**src/rtl/zif_prog_sequencer.sv**
```systemverilog
// ZIF-socket operation sequencer: executes one timed read, program or verify
// cycle per toggle-handshake command and acknowledges with a matching toggle.
// Everything runs on the 24 MHz oscillator; the request toggle is brought in
// through a two-flop synchronizer.
`timescale 1ns/1ps
module zif_prog_sequencer #(
    parameter int ADDR_W  = 16,
    parameter int T_SETUP = 24,
    parameter int T_PULSE = 2400,
    parameter int T_HOLD  = 24,
    parameter int T_READ  = 12
) (
    input  logic              __osc,
    input  logic              __rst_n,
    input  logic              req_toggle,
    input  logic [1:0]        op,
    input  logic [ADDR_W-1:0] addr,
    input  logic [7:0]        wdata,
    output logic              ack_toggle,
    output logic              busy,
    output logic [7:0]        rdata,
    output logic              verify_fail,
    output logic [ADDR_W-1:0] zif_addr,
    output logic [7:0]        zif_dout,
    input  logic [7:0]        zif_din,
    output logic              zif_dout_en,
    output logic              zif_ce_n,
    output logic              zif_oe_n,
    output logic              zif_pgm_n,
    output logic              vpp_en
);

    typedef enum logic [2:0] {
        S_IDLE    = 3'd0,
        S_SETUP   = 3'd1,
        S_PULSE   = 3'd2,
        S_HOLD    = 3'd3,
        S_RSTROBE = 3'd4,
        S_DONE    = 3'd5
    } state_e;

    localparam logic [1:0] OP_READ   = 2'b00;
    localparam logic [1:0] OP_PROG   = 2'b01;
    localparam logic [1:0] OP_VERIFY = 2'b10;
    localparam logic [1:0] OP_RSVD   = 2'b11;

    // Each timed state lasts exactly T cycles: the counter is loaded with T-1
    // on entry and the state is left in the cycle where it reads zero.
    localparam logic [15:0] LD_SETUP = 16'(T_SETUP - 1);
    localparam logic [15:0] LD_PULSE = 16'(T_PULSE - 1);
    localparam logic [15:0] LD_HOLD  = 16'(T_HOLD - 1);
    localparam logic [15:0] LD_READ  = 16'(T_READ - 1);

    logic              sync1_q;
    logic              req_s_q;
    state_e            state_q, state_d;
    logic [15:0]       cnt_q, cnt_d;
    logic [1:0]        op_q, op_d;
    logic [7:0]        wdata_q, wdata_d;
    logic              ack_q, ack_d;
    logic              busy_q, busy_d;
    logic [7:0]        rdata_q, rdata_d;
    logic              vfail_q, vfail_d;
    logic [ADDR_W-1:0] zaddr_q, zaddr_d;
    logic [7:0]        zdout_q, zdout_d;
    logic              dout_en_q, dout_en_d;
    logic              ce_n_q, ce_n_d;
    logic              oe_n_q, oe_n_d;
    logic              pgm_n_q, pgm_n_d;
    logic              vpp_q, vpp_d;

    logic              pending_s;
    logic              cnt_zero_s;

    // A request is pending as long as the synchronized toggle differs from the ack.
    assign pending_s  = (req_s_q != ack_q);
    assign cnt_zero_s = (cnt_q == 16'd0);

    // Two-flop synchronizer for the request toggle coming from the write domain.
    always_ff @(posedge __osc or negedge __rst_n) begin
        if (!__rst_n) begin
            sync1_q <= 1'b0;
            req_s_q <= 1'b0;
        end else begin
            sync1_q <= req_toggle;
            req_s_q <= sync1_q;
        end
    end

    // State and delay-counter register.
    always_ff @(posedge __osc or negedge __rst_n) begin
        if (!__rst_n) begin
            state_q <= S_IDLE;
            cnt_q   <= 16'd0;
        end else begin
            state_q <= state_d;
            cnt_q   <= cnt_d;
        end
    end

    // Next-state and counter-load logic.
    always_comb begin
        state_d = state_q;
        cnt_d   = cnt_zero_s ? cnt_q : (cnt_q - 16'd1);
        case (state_q)
            S_IDLE: begin
                if (pending_s) begin
                    if (op == OP_RSVD) begin
                        state_d = S_DONE;
                    end else begin
                        state_d = S_SETUP;
                        cnt_d   = LD_SETUP;
                    end
                end else begin
                    state_d = S_IDLE;
                end
            end
            S_SETUP: begin
                if (!cnt_zero_s) begin
                    state_d = S_SETUP;
                end else if (op_q == OP_PROG) begin
                    state_d = S_PULSE;
                    cnt_d   = LD_PULSE;
                end else begin
                    state_d = S_RSTROBE;
                    cnt_d   = LD_READ;
                end
            end
            S_PULSE: begin
                if (cnt_zero_s) begin
                    state_d = S_HOLD;
                    cnt_d   = LD_HOLD;
                end else begin
                    state_d = S_PULSE;
                end
            end
            S_HOLD: begin
                if (cnt_zero_s) begin
                    state_d = S_DONE;
                end else begin
                    state_d = S_HOLD;
                end
            end
            S_RSTROBE: begin
                if (cnt_zero_s) begin
                    state_d = S_DONE;
                end else begin
                    state_d = S_RSTROBE;
                end
            end
            S_DONE: begin
                state_d = S_IDLE;
            end
            default: begin
                state_d = S_IDLE;
                cnt_d   = 16'd0;
            end
        endcase
    end

    // Output next values: every output changes on the edge that enters or leaves
    // a state, so strobe widths track the state durations exactly.
    always_comb begin
        op_d      = op_q;
        wdata_d   = wdata_q;
        ack_d     = ack_q;
        busy_d    = busy_q;
        rdata_d   = rdata_q;
        vfail_d   = vfail_q;
        zaddr_d   = zaddr_q;
        zdout_d   = zdout_q;
        dout_en_d = dout_en_q;
        ce_n_d    = ce_n_q;
        oe_n_d    = oe_n_q;
        pgm_n_d   = pgm_n_q;
        vpp_d     = vpp_q;
        case (state_q)
            S_IDLE: begin
                if (pending_s) begin
                    op_d    = op;
                    wdata_d = wdata;
                    busy_d  = 1'b1;
                    vfail_d = 1'b0;
                    if (op != OP_RSVD) begin
                        zaddr_d = addr;
                        ce_n_d  = 1'b0;
                        if (op == OP_PROG) begin
                            zdout_d   = wdata;
                            dout_en_d = 1'b1;
                            vpp_d     = 1'b1;
                        end else begin
                            dout_en_d = 1'b0;
                            vpp_d     = 1'b0;
                        end
                    end else begin
                        ce_n_d = 1'b1;
                    end
                end else begin
                    busy_d = 1'b0;
                end
            end
            S_SETUP: begin
                if (cnt_zero_s) begin
                    if (op_q == OP_PROG) begin
                        pgm_n_d = 1'b0;
                    end else begin
                        oe_n_d = 1'b0;
                    end
                end else begin
                    ce_n_d = 1'b0;
                end
            end
            S_PULSE: begin
                if (cnt_zero_s) begin
                    pgm_n_d = 1'b1;
                end else begin
                    pgm_n_d = 1'b0;
                end
            end
            S_HOLD: begin
                if (cnt_zero_s) begin
                    vpp_d     = 1'b0;
                    dout_en_d = 1'b0;
                    ce_n_d    = 1'b1;
                end else begin
                    pgm_n_d = 1'b1;
                end
            end
            S_RSTROBE: begin
                if (cnt_zero_s) begin
                    rdata_d = zif_din;
                    if (op_q == OP_VERIFY) begin
                        vfail_d = (zif_din != wdata_q);
                    end else begin
                        vfail_d = vfail_q;
                    end
                    oe_n_d = 1'b1;
                    ce_n_d = 1'b1;
                end else begin
                    oe_n_d = 1'b0;
                end
            end
            S_DONE: begin
                ack_d  = req_s_q;
                busy_d = 1'b0;
            end
            default: begin
                busy_d    = 1'b0;
                dout_en_d = 1'b0;
                vpp_d     = 1'b0;
                ce_n_d    = 1'b1;
                oe_n_d    = 1'b1;
                pgm_n_d   = 1'b1;
            end
        endcase
    end

    // Output and command-latch registers.
    always_ff @(posedge __osc or negedge __rst_n) begin
        if (!__rst_n) begin
            op_q      <= 2'b00;
            wdata_q   <= 8'h00;
            ack_q     <= 1'b0;
            busy_q    <= 1'b0;
            rdata_q   <= 8'h00;
            vfail_q   <= 1'b0;
            zaddr_q   <= '0;
            zdout_q   <= 8'h00;
            dout_en_q <= 1'b0;
            ce_n_q    <= 1'b1;
            oe_n_q    <= 1'b1;
            pgm_n_q   <= 1'b1;
            vpp_q     <= 1'b0;
        end else begin
            op_q      <= op_d;
            wdata_q   <= wdata_d;
            ack_q     <= ack_d;
            busy_q    <= busy_d;
            rdata_q   <= rdata_d;
            vfail_q   <= vfail_d;
            zaddr_q   <= zaddr_d;
            zdout_q   <= zdout_d;
            dout_en_q <= dout_en_d;
            ce_n_q    <= ce_n_d;
            oe_n_q    <= oe_n_d;
            pgm_n_q   <= pgm_n_d;
            vpp_q     <= vpp_d;
        end
    end

    assign ack_toggle  = ack_q;
    assign busy        = busy_q;
    assign rdata       = rdata_q;
    assign verify_fail = vfail_q;
    assign zif_addr    = zaddr_q;
    assign zif_dout    = zdout_q;
    assign zif_dout_en = dout_en_q;
    assign zif_ce_n    = ce_n_q;
    assign zif_oe_n    = oe_n_q;
    assign zif_pgm_n   = pgm_n_q;
    assign vpp_en      = vpp_q;

endmodule

```
**config.mk**
```make
export PLATFORM = sky130hd
export DESIGN_NAME = zif_prog_sequencer
export DESIGN_NICKNAME = d
export VERILOG_FILES = /design/src/rtl/zif_prog_sequencer.sv
export SDC_FILE = /design/constraint.sdc
export NUM_CORES = 1
export LEC_CHECK = 0
export ABC_AREA = 1
export CAP_MARGIN = 20
export CORE_MARGIN = 5
export CORE_UTILIZATION = 32
export DETAILED_ROUTE_END_ITERATION = 7
export HOLD_SLACK_MARGIN = 0.05
export PLACE_DENSITY = 0.55
export SLEW_MARGIN = 30
export SYNTH_ARGS = -nofsm -noshare
export SYNTH_HDL_FRONTEND = slang
export SYNTH_SLANG_ARGS = --single-unit
```
**constraint.sdc**
```tcl
create_clock -name __osc -period 2.55 [get_ports __osc]
set_input_delay 0.255 -clock __osc [delete_from_list [all_inputs] [get_ports __osc]]
set_output_delay 0.255 -clock __osc [all_outputs]
set_load 0.02 [all_outputs]
```
Word level (Yosys, flattened, before mapping)
Cells that the tools add are included.
{"block": "op_classes", "eq_ne": 23, "reduce_logical": 19, "mux": 39, "shifts": 0, "n_lt_le_gt_ge": 0, "add_sub_neg": 1, "multipliers": 0, "div_mod_pow": 0, "n_bitwise": 4}
{"cell": "$mux W16", "count": 5}
{"cell": "$pmux W16 S4", "count": 1}
{"cell": "$ne A2 B2 Y1 const B", "count": 11}
{"cell": "$mux W1", "count": 20}
{"cell": "$reduce_and A4 Y1", "count": 5}
{"cell": "$logic_not A16 Y1", "count": 1}
{"cell": "$sub A16 B1 Y16 const B", "count": 1}
{"cell": "$mux W3", "count": 5}
{"cell": "$pmux W3 S5", "count": 1}
{"cell": "$mux W12", "count": 1}
{"cell": "$reduce_or A4 Y1", "count": 3}
{"cell": "$ne A8 B8 Y1", "count": 1}
{"cell": "$pmux W1 S4", "count": 2}
{"cell": "$eq A3 B2 Y1 const B", "count": 2}
{"cell": "$eq A3 B3 Y1 const B", "count": 2}
{"cell": "$pmux W1 S3", "count": 2}
{"cell": "$reduce_and A3 Y1", "count": 2}
{"cell": "$reduce_or A3 Y1", "count": 2}
{"cell": "$eq A2 B1 Y1 const B", "count": 2}
{"cell": "$eq A2 B2 Y1 const B", "count": 2}
{"cell": "$not A1 Y1", "count": 4}
{"cell": "$pmux W1 S2", "count": 2}
{"cell": "$reduce_and A2 Y1", "count": 2}
{"cell": "$reduce_or A2 Y1", "count": 2}
{"cell": "other kinds (5)", "count": 5}
{"block": "word_totals", "romBits": 0, "out_inout_bits": 40, "mem_count": 0, "ramBits": 0, "register_bits": 70, "input_bits": 37, "latchBits": 0}

Depth between registers and ports, before layout
{"block": "depth", "ltp_word": 5, "depth_mapped": 11, "mapped_depth_nobuf": 10}

Worst setup path after synthesis
Ideal clock, no wire load.
{"block": "synth_timing", "path_kind": "reg2reg", "from": "register cnt_q[0]", "to": "register cnt_q[0]", "t_required_ns": 2.421, "period_less_slack_ns": 1.810, "path_slack_ns": 0.740, "arrival_time_ns": 1.681, "stages_incl_launch_ff": 11, "path_cell_list": "dfrtp_1 > inv_1 > ha_1 > nand2_2 > nor2_4 > nand2_4 > buf_6 > buf_6 > ha_1 > o22ai_1 > o21ai_0"}
{"block": "synth_via", "elab_chain_len": 5, "elab_cells_between_ends": 8}
{"item": "from (decl)", "line_no": "57", "text": "logic [15:0] cnt_q, cnt_d;"}
{"item": "from (signal assigned)", "line_no": "97", "text": "cnt_q <= cnt_d;"}
{"item": "$sub A16 B1 Y16 or $logic_not A16 Y1 (tied branches)", "line_no": "104, 77"}
{"item": "$mux W16", "line_no": "104", "text": "cnt_d = cnt_zero_s ? cnt_q : (cnt_q - 16'd1);"}
{"item": "$mux W16", "line_no": "108", "text": "if (op == OP_RSVD) begin"}
{"item": "$mux W16", "line_no": "107", "text": "if (pending_s) begin"}
{"item": "$pmux W16 S4 *", "line_no": "105", "text": "case (state_q)"}
{"item": "net cnt_d[0]", "line_no": "57"}
The timed path passes the listed nets; every way through them passes the cells marked *.
A chain may end at the register's enable or synchronous reset.

Worst setup path after layout
{"block": "layout_timing", "from": "register cnt_q[0]", "to": "register oe_n_q, in the netlist zif_oe_n"}
{"block": "layout_via", "elab_chain_len": 3, "elab_cells_between_ends": 5}
{"item": "$logic_not A16 Y1 *", "line_no": "77", "text": "assign cnt_zero_s = (cnt_q == 16'd0);"}
{"item": "$mux W1 or $ne A2 B2 Y1 (tied branches)"}
{"item": "$pmux W1 S3 or $reduce_and A3 Y1 (tied branches)"}
{"item": "to (signal assigned)", "line_no": "285", "text": "oe_n_q <= oe_n_d;"}
{"item": "to (decl)", "line_no": "68", "text": "logic oe_n_q, oe_n_d;"}
Every way passes the cells marked *; elsewhere a longest branch is shown, timed or not.

==> run metrics <==
fin area=4630 µm²; slew of the pin with the lowest slew margin=0.641 ns; hold_ws=0.334 ns; relative slew slack=57.3%; crit end category=register; Congestion Overflow GR=0; Register Area=1760 µm²; Comb pwr share=7.8%; met2 Track Usage GR=22.0%; placement row count=38; Nets=551; detailed-route DRC error count=0; final core utilization=42.5%; Area growth syn-to-layout=29.8%; TritonCTS buffer count=9; number of synthesized register bits=70; kind of critical path=register to register; Clock Sinks=70; sequential power share=52.9%; CTS root buffer=clkbuf_8; Fillers=1086; total wire length=8650 µm; drt first pass iters=4; most used routing layer=met2; setup TNS=0 ns; Final Slew Violations=0; P_leak=2.14 nW; initial DRC count=120; n_diodes=0; Synth Cell Area=3570 µm²; Setup WS post-layout=0.713 ns; GR Util All Layers=13.7%; CTS max path bufs=2; clock share of power=39.3%; hpwl dp=6520 µm; worst clock skew=0.0122 ns; IO buf count=76; status=completed; Cell Int Power=1.58 mW; Clock Latency Late Sink=0.35 ns; Final setup viols=0; critical-path maximum fanout=20; CORE AREA=10900 µm²; post-synthesis cell type count=34; average wire per standard cell=13.2 µm; Switching Power=566 µW; final period utilization=72.0%; GR Util met1=17.8%; FMAX=544 MHz; PwrDens=464 nW/µm²; clock-pin slew on the worst setup and hold paths=0.09 ns; die area=13400 µm²; Setup crit start kind=register; HP Class=input port to register; Worst EP required=2.84 ns; Synth Instances=432; Antenna Violating Nets Remaining=0; arrival time worst endpoint=2.13 ns; first-pass GRT wire length=14600 µm; largest net degree at the start of global routing=71; Fin. Hold Viols=0; maximum vdd drop=259 µV; CTS tree=yes; GP Congestion=0.818; Initial Utilization=32.8%; initial antenna violation count=0; vias=2973; layout cells sized above 1=13.2%; Multi-input gate area=1580 µm²; max_cap viols=0; syn_nets=471; postcts setup bufs=0; chip width=116 µm; IO Pins=77; mean post-synth cell area=8.25 µm²; mean number of vias per cell=4.53; Die H=116 µm; routing usage on met3=4.80%; Placement Setup Slack=0.720 ns; Placement Cell Area=4430 µm²; RSZ-0062 raised after global routing=false; number of global-route vias before repair=2971; sequential share of the synthesized area=49.2%; Syn. warnings=0; final worst path period need=1.84 ns; H-tree depth=3; Switching Share=26.4%
## layout by cell type, fill, tap and decap left out, types with 2 or more instances in the layout
cell type        count
a21oi_1              5
a21oi_2              4
clkbuf_8             9
clkdlybuf4s50_1     75
clkinvlp_4           2
dfrtp_1             67
dfstp_2              3
ha_1                 2
inv_1               35
inv_2                7
inv_6                2
nand2_1            157
nand2_2              8
nand2_4              3
nand3_1             16
nand3_2              2
nand3_4              2
nand3b_1             2
nand4_1              8
nor2_1              34
nor2_2               3
nor2_4               7
nor3_1               5
o21ai_0             23
o21ai_1              2
o21ai_2             10
xnor2_1              6
xor2_1               7
## power by group through the flow
stage | registers (mW) | logic, mW | clock network [mW]
final | 1.14 | 0.167 | 0.843
after floorplan | 1.18 | 0.0261 | 0
after CTS | 1.14 | 0.171 | 0.879
after global placement | 1.16 | 0.168 | 0
after global routing | 1.14 | 0.184 | 0.912
after detailed placement | 1.16 | 0.169 | 0
## per-stage QoR
stage | power, mW | std cells
after floorplan | 1.20 | 432
after CTS | 2.19 | 657
after global placement | 1.33 | 640
after global routing | 2.23 | 657
final | 2.15 | 657
after detailed placement | 1.33 | 640
## metal layers
metal  share of wire (%)  routed length [µm]  vias to the layer above
met3                 5.5                 476                       11
li1                    -                   -                     1525
met2                  48                4140                       57
met4                 1.2                 103                        0
met1                  45                3930                     1380
met5                   0                   0                        -
## sequential cells by signal, summed over array words and instances (netlist names)
register     cells
ack_toggle       1
busy             1
cnt_q           16
op_q             2
rdata            8
req_s_q          1
state_q          3
sync1_q          1
verify_fail      1
vpp_en           1
wdata_q          8
zif_addr        16
zif_ce_n         1
zif_dout         8
zif_oe_n         1
zif_pgm_n        1
## kinds of logic after synthesis
group                      count (synthesis)  share of synthesized area (%)
and+or+nand+nor                          248                           32.0
adders and majority gates                  2                          0.702
xor gates and xnor gates                  13                           3.19
buffers and inverters                     51                           6.42
DFF                                       70                           49.2
AOI/OAI and AO/OA                         48                           8.49
## cell type report
cell class / instances / share of cell area [%]
Sequential cell: 70 / 37.9
Multi-Input combinational cell: 311 / 34.2
Tap cell: 140 / 3.78
Clock inverter: 7 / 1.24
Clock buffer: 9 / 2.68
Inverter: 43 / 3.54
Timing Repair Buffer: 77 / 16.7
## synth_stat cells (all sizes together)
| cell type | count | area [µm²] |
|---|---|---|
| o21a | 1 | 7.51 |
| o2111ai | 1 | 8.76 |
| o211ai | 1 | 7.51 |
| buf | 7 | 61.3 |
| o22ai | 1 | 6.26 |
| xnor2 | 6 | 52.6 |
| nand2 | 168 | 673 |
| nand4 | 8 | 50.1 |
| dfrtp | 67 | 1680 |
| nor3 | 6 | 41.3 |
| clkbuf | 1 | 3.75 |
| nand3 | 20 | 135 |
| a21oi | 9 | 60.1 |
| ha | 2 | 25.0 |
| inv | 43 | 164 |
| o21ai | 35 | 213 |
| xor2 | 7 | 61.3 |
| nor2 | 44 | 225 |
| dfstp | 3 | 78.8 |
| nand3b | 2 | 15.0 |
## path summary, 6_finish.rpt
kind,endpoint,from,cells after the start,slack [ns]
max in group asynchronous,rdata[3],__rst_n,2,1.62
max,zif_oe_n,cnt_q[0],10,0.71
min in group asynchronous,cnt_q[5],__rst_n,2,0.48
min,sync1_q,req_toggle,1,0.33
max reg2reg,zif_oe_n,cnt_q[0],10,0.71
min reg2reg,req_s_q,sync1_q,0,0.36
## worst max-delay path, cell delays in order, from the launching register on
cell     delay [ns]
dfrtp_1        0.39
inv_1          0.10
ha_1           0.20
nand2_2        0.11
nor2_4         0.18
nand2_4        0.20
nor2_4         0.25
inv_2          0.13
o21ai_0        0.09
nand2_1        0.06
nand2_1        0.06
## repair_timing
action,4_1_cts,5_1_grt
gates resized for setup,0,0
hold buffers,1,0
hold endpoints to repair,1,0
No activity file was read; power rests on OpenSTA's default activity.
